**src/rtl/mem_bus_ctrl.sv**
```systemverilog
`default_nettype none
// ============================================================================
// Module      : mem_bus_ctrl
// Description : Bus master for an EN/MFC handshake memory. Takes one read or
//               write request at a time, drives a registered address/data/RW
//               set, strobes mem_EN, waits for the synchronised completion
//               flag to rise and then fall, and reports completion with a
//               one-cycle done pulse.
//               Optional feature macro: MEM_TIMEOUT_EN adds a per-phase
//               handshake timeout and drives err.
// Revision    : 1.0 - initial release
// ============================================================================
module mem_bus_ctrl #(
    parameter int ADDR_W         = 16,
    parameter int DATA_W         = 16,
    parameter int SYNC_STAGES    = 2,
    parameter int TIMEOUT_CYCLES = 64
) (
    input  logic              clk,
    input  logic              rst_n,
    input  logic              req,
    input  logic              we,
    input  logic [ADDR_W-1:0] addr_in,
    input  logic [DATA_W-1:0] wdata,
    output logic              busy,
    output logic              done,
    output logic [DATA_W-1:0] rdata,
    output logic              err,
    output logic              mem_EN,
    output logic              mem_RW,
    output logic [ADDR_W-1:0] mem_addr,
    output logic [DATA_W-1:0] mem_din,
    input  logic [DATA_W-1:0] mem_dout,
    input  logic              mem_MFC
);

    // Synchroniser depth never drops below two flops.
    localparam int SYNC_N = (SYNC_STAGES < 2) ? 2 : SYNC_STAGES;

    localparam logic [2:0] S_IDLE    = 3'd0;
    localparam logic [2:0] S_SETUP   = 3'd1;
    localparam logic [2:0] S_STROBE  = 3'd2;
    localparam logic [2:0] S_RELEASE = 3'd3;
    localparam logic [2:0] S_DONE    = 3'd4;

    logic [2:0]        state_q,    state_d;
    logic [SYNC_N-1:0] sync_q,     sync_d;
    logic              busy_q,     busy_d;
    logic              done_q,     done_d;
    logic              err_q,      err_d;
    logic [DATA_W-1:0] rdata_q,    rdata_d;
    logic              mem_en_q,   mem_en_d;
    logic              mem_rw_q,   mem_rw_d;
    logic [ADDR_W-1:0] mem_addr_q, mem_addr_d;
    logic [DATA_W-1:0] mem_din_q,  mem_din_d;

    logic mfc_s;
    logic strobe_ack;   // completion seen after our own strobe has been raised
    logic strobe_to;    // STROBE phase ran out of time
    logic release_to;   // RELEASE phase ran out of time

    assign mfc_s = sync_q[SYNC_N-1];
    // Requiring mem_EN already high means a stale MFC cannot end STROBE
    // before the memory has seen a rising strobe edge.
    assign strobe_ack = mem_en_q & mfc_s;

`ifdef MEM_TIMEOUT_EN
    localparam int CNT_RAW = $clog2(TIMEOUT_CYCLES + 1);
    localparam int CNT_W   = (CNT_RAW > 8) ? CNT_RAW : 8;

    logic [CNT_W-1:0] cnt_q, cnt_d;

    // Phase counter: cleared on every state change, counts while waiting.
    always_comb begin
        cnt_d = cnt_q;
        if (state_d != state_q)
            cnt_d = '0;
        else if (state_q == S_STROBE || state_q == S_RELEASE)
            cnt_d = cnt_q + 1'b1;
    end

    // Phase counter register.
    always_ff @(posedge clk or negedge rst_n) begin
        if (!rst_n)
            cnt_q <= '0;
        else
            cnt_q <= cnt_d;
    end

    assign strobe_to  = (state_q == S_STROBE)  && !strobe_ack &&
                        (cnt_q == CNT_W'(TIMEOUT_CYCLES - 1));
    assign release_to = (state_q == S_RELEASE) && mfc_s &&
                        (cnt_q == CNT_W'(TIMEOUT_CYCLES - 1));
`else
    assign strobe_to  = 1'b0;
    assign release_to = 1'b0;
`endif

    // State, synchroniser and registered outputs.
    always_ff @(posedge clk or negedge rst_n) begin
        if (!rst_n) begin
            state_q    <= S_IDLE;
            sync_q     <= '0;
            busy_q     <= 1'b0;
            done_q     <= 1'b0;
            err_q      <= 1'b0;
            rdata_q    <= '0;
            mem_en_q   <= 1'b0;
            mem_rw_q   <= 1'b1;
            mem_addr_q <= '0;
            mem_din_q  <= '0;
        end else begin
            state_q    <= state_d;
            sync_q     <= sync_d;
            busy_q     <= busy_d;
            done_q     <= done_d;
            err_q      <= err_d;
            rdata_q    <= rdata_d;
            mem_en_q   <= mem_en_d;
            mem_rw_q   <= mem_rw_d;
            mem_addr_q <= mem_addr_d;
            mem_din_q  <= mem_din_d;
        end
    end

    // Next-state decode of the handshake sequence.
    always_comb begin
        state_d = state_q;
        case (state_q)
            S_IDLE:    if (req) state_d = S_SETUP;
            S_SETUP:   state_d = S_STROBE;
            S_STROBE:  if (strobe_ack || strobe_to) state_d = S_RELEASE;
            S_RELEASE: if (!mfc_s || release_to)    state_d = S_DONE;
            S_DONE:    state_d = S_IDLE;
            default:   state_d = S_IDLE;
        endcase
    end

    // Output and datapath next values, all landing in registers.
    always_comb begin
        sync_d     = {sync_q[SYNC_N-2:0], mem_MFC};
        busy_d     = busy_q;
        done_d     = (state_d == S_DONE);
        err_d      = err_q;
        rdata_d    = rdata_q;
        mem_en_d   = 1'b0;
        mem_rw_d   = mem_rw_q;
        mem_addr_d = mem_addr_q;
        mem_din_d  = mem_din_q;
        case (state_q)
            S_IDLE: begin
                if (req) begin
                    busy_d     = 1'b1;
                    err_d      = 1'b0;
                    mem_rw_d   = ~we;
                    mem_addr_d = addr_in;
                    mem_din_d  = wdata;
                end
            end
            S_STROBE: begin
                if (strobe_ack) begin
                    if (mem_rw_q)
                        rdata_d = mem_dout;
                end else if (strobe_to) begin
                    err_d = 1'b1;
                end else begin
                    mem_en_d = 1'b1;
                end
            end
            S_RELEASE: begin
                if (release_to)
                    err_d = 1'b1;
            end
            S_DONE: begin
                busy_d = 1'b0;
            end
            default: ;
        endcase
    end

    assign busy     = busy_q;
    assign done     = done_q;
    assign err      = err_q;
    assign rdata    = rdata_q;
    assign mem_EN   = mem_en_q;
    assign mem_RW   = mem_rw_q;
    assign mem_addr = mem_addr_q;
    assign mem_din  = mem_din_q;

endmodule
`default_nettype wire
```
**config.mk**
```make
export PLATFORM = sky130hd
export DESIGN_NAME = mem_bus_ctrl
export DESIGN_NICKNAME = d
export VERILOG_FILES = /design/src/rtl/mem_bus_ctrl.sv
export SDC_FILE = /design/constraint.sdc
export NUM_CORES = 1
export LEC_CHECK = 0
export BUFFER_PORTS_ARGS = -buffer_cell sky130_fd_sc_hd__buf_4
export CAP_MARGIN = 10
export CORE_MARGIN = 2
export CORE_UTILIZATION = 41
export CTS_CLUSTER_DIAMETER = 60
export DETAILED_ROUTE_END_ITERATION = 6
export GPL_ROUTABILITY_DRIVEN = 0
export PLACE_DENSITY_LB_ADDON = 0.25
export RECOVER_POWER = 25
export REMOVE_ABC_BUFFERS = 1
export SYNTH_ARGS = -nofsm -noshare
export SYNTH_HDL_FRONTEND = slang
export SYNTH_SLANG_ARGS = --single-unit
```
**constraint.sdc**
```tcl
create_clock -name clk -period 1.55 [get_ports clk]
set_input_delay 0.31 -clock clk [delete_from_list [all_inputs] [get_ports clk]]
set_output_delay 0.31 -clock clk [all_outputs]
set_load 0.01 [all_outputs]
```
==> metrics.yaml <==
worst_setup_path:
  cp_top_family: "simple AND/OR/NAND/NOR gates"
  crit_slowest_cell: "or3b_4"
  arrival_ns: 1.81
  worstPathRequired_ns: 1.75
  crit_path_start_kind: "register"
  critPathMaxStageDelay_ns: 0.41
  crit_path_start: "state_q[1]"
  timing.rr.end: "mem_addr[9]"
  critPathCaptureType: "register"
  cp_max_fo: 22
  r2r_slack_ns: -0.06
  cp_num_buf_inv: 1
  path_class: "reg -> reg"
  path_cells: "or3b_4, nor2_4, buf_12, mux2_2"
  r2r-start: "state_q[1]"
  reg2regPathDepth: 4
sta:
  worst_pin_slew_ns: 0.944
  hold_violations: 0
  drv_slew: 0
  skew_ns: 0.00429
  fin_crit_sh_pct: 104
  setup_violations: 26
  holdWs_ns: 0.117
  slew_headroom_pct: 37.1
  finalCriticalPeriod_ns: 1.61
  fmax_mhz: 622
  layout_setup_ws_ns: -0.0573
  rsz0062_at_grt: "yes"
power:
  ir_drop_uv: 1140
  power_switching_uw: 2020
  combPwrFrac_pct: 41.1
  p_int_uw: 4820
  p_sw_share_pct: 29.6
  p_clk_share_pct: 21.4
  p_per_area_nw_per_um2: 2060
  p_leak_uw: 0.00159
  seqPwrFrac_pct: 37.5
floorplanning:
  die_y_um: 76.5
  num_rows: 26
  start_util_pct: 42.2
  die-area_um2: 5860
  coreArea_um2: 5110
  pin_count: 106
  die_w_um: 76.5
synth:
  synth.distinct_cells: 21
  netlist_instances: 129
  ys_ff_latch: 57
  syn_area_per_cell_um2: 16.7
  synth_area_um2: 2160
  yosysSeqAreaShare_pct: 66.2
  ys_warn_count: 0
clock_network:
  root_buffer: "clkbuf_8"
  clkSinkCount: 57
  cts_setup_buffers: 0
  clkSlewWorstSetupHoldPaths_ns: 0.06
  clockBufferDepth: 2
  clkLatencyLatePin_ns: 0.32
  numCtsBuffers: 9
  htree_levels: 3
  cts_tree: "done"
route:
  vias: 1474
  wire_per_inst_um: 14.2
  vias_per_cell: 4.55
  drc: 0
  dr.pass1.iters: 2
  ant_nets: 0
  routed_wl_um: 4590
  drtIter0Drc: 37
hold_path:
  hold_depth: 1
  hold_end: "sync_q[0]"
  min-delay-start: "mem_MFC"
  hold_class: "in -> reg"
global_route:
  grt_usage_pct: 16.6
  antenna_found_initial: 0
  grt_remaining_overflow: 0
  grt_pass1_vias: 1527
  grt_pass1_wl_um: 7490
  grt_max_degree: 29
finish:
  n_antenna_cell: 0
  nets: 302
  syn_to_final_growth_pct: 53.8
  drive_above_1_share_pct: 71.3
place:
  hpwlAfterDp_um: 3270
  port_buffers: 104
  post-place-ws_ns: -0.0725
job:
  maxCapViolations: 0
outcome:
  violations: "setup timing"
  status: "finished, violations left"
## worst max path at each step
stage | to | cells past startpoint | slack [ns]
after floorplan | mem_addr[0] | 3 | -0.34
after global placement | mem_din[2] | 5 | -0.05
final | mem_addr[9] | 4 | -0.06
after global routing | mem_din[14] | 4 | -0.11
after CTS | mem_din[14] | 4 | -0.06
after detailed placement | mem_addr[5] | 5 | -0.07
## worst reg2reg max path, cell delays in order, from the launching register on
cell	delay (ns)
dfrtp_1	0.38
or3b_4	0.41
nor2_4	0.15
buf_12	0.19
mux2_2	0.36
## metrics by stage
step | TNS, ns | utilization [%] | instances | power [uW] | area [um^2]
detailed placement | -1.60 | 60.2 | 306 | 5350 | 3070
CTS | -1.39 | 64.7 | 324 | 6880 | 3300
finish | -1.24 | 65.0 | 324 | 6840 | 3320
floorplan | -14.60 | - | 123 | 3830 | 2100
global route | -3.58 | 65.0 | 324 | 7260 | 3320
global placement | -1.16 | 60.2 | 306 | 5280 | 3070
## cell families after synthesis
group	synth area share [%]
flops	66.2
mux	25.5
simple gates	3.31
buf+inv	3.02
compound gates	1.80
other cells	0.174
## synthesized netlist by cell type
library cell,n,area (um^2)
a211oi_1,1,7.51
inv_2,1,3.75
o211ai_1,1,7.51
dfrtp_1,56,1400
conb_1,1,3.75
nor2_1,1,3.75
dfstp_2,1,26.3
buf_2,1,5.00
nor3b_1,2,15.0
nor4_4,1,21.3
nand3_1,1,5.00
mux2_2,48,541
a2111oi_0,1,8.76
inv_1,1,3.75
a21oi_1,3,15.0
nor2_4,1,11.3
mux2i_1,1,10.0
nor2b_1,1,6.26
or3b_1,1,8.76
buf_6,4,45.0
buf_4,1,7.51
## metal layers
| metal | up-vias | track usage [%] | share of wire (%) | routed length, um |
|---|---|---|---|---|
| li1 | 692 | - | - | - |
| met1 | 733 | 19.3 | 42 | 1920 |
| met2 | 45 | 27.8 | 53 | 2420 |
| met3 | 4 | 4.03 | 4.1 | 189 |
| met4 | 0 | 9.82 | 1.2 | 55 |
| met5 | - | 0 | 0 | 0 |
## cell usage in the layout, fill, tap and decap left out, drive strengths merged, types with 2 or more instances in the layout
| master | n |
|---|---|
| dfrtp | 56 |
| nor3b | 2 |
| inv | 2 |
| clkbuf | 12 |
| mux2 | 48 |
| nor2 | 2 |
| clkinv | 3 |
| buf | 112 |
| a21oi | 3 |
| bufinv | 2 |
## final cells by class
| class | count | area (um^2) |
|---|---|---|
| fill | 426 | 1790 |
| sequential | 57 | 1430 |
| timing repair buffer | 115 | 896 |
| multi-input combinational | 64 | 689 |
| clock buffer | 10 | 128 |
| tap | 70 | 87.6 |
| clock inverter | 6 | 82.6 |
| inverter | 2 | 7.51 |
## power groups by stage
stage,Combinational (uW),Sequential (uW),Clock (uW)
after global placement,2710,2570,0
after detailed placement,2760,2590,0
after CTS,2800,2570,1510
final,2810,2570,1470
after floorplan,910,2920,0
after global routing,3000,2670,1590
## timing repair
item / CTS / global route
endpoints found under the setup margin: 32 / 46
resized for setup: 2 / 6
cloned: 1 / 0
hold buffers: 1 / 0
hold endpoints to repair: 16 / 0
## sequential cells by signal (all words and copies together) (netlist names)
register	flops
mem_addr	16
mem_EN	1
state_q	3
busy	1
mem_din	16
sync_q	2
mem_RW	1
rdata	16
done	1
Power figures use the tool's default switching activity.
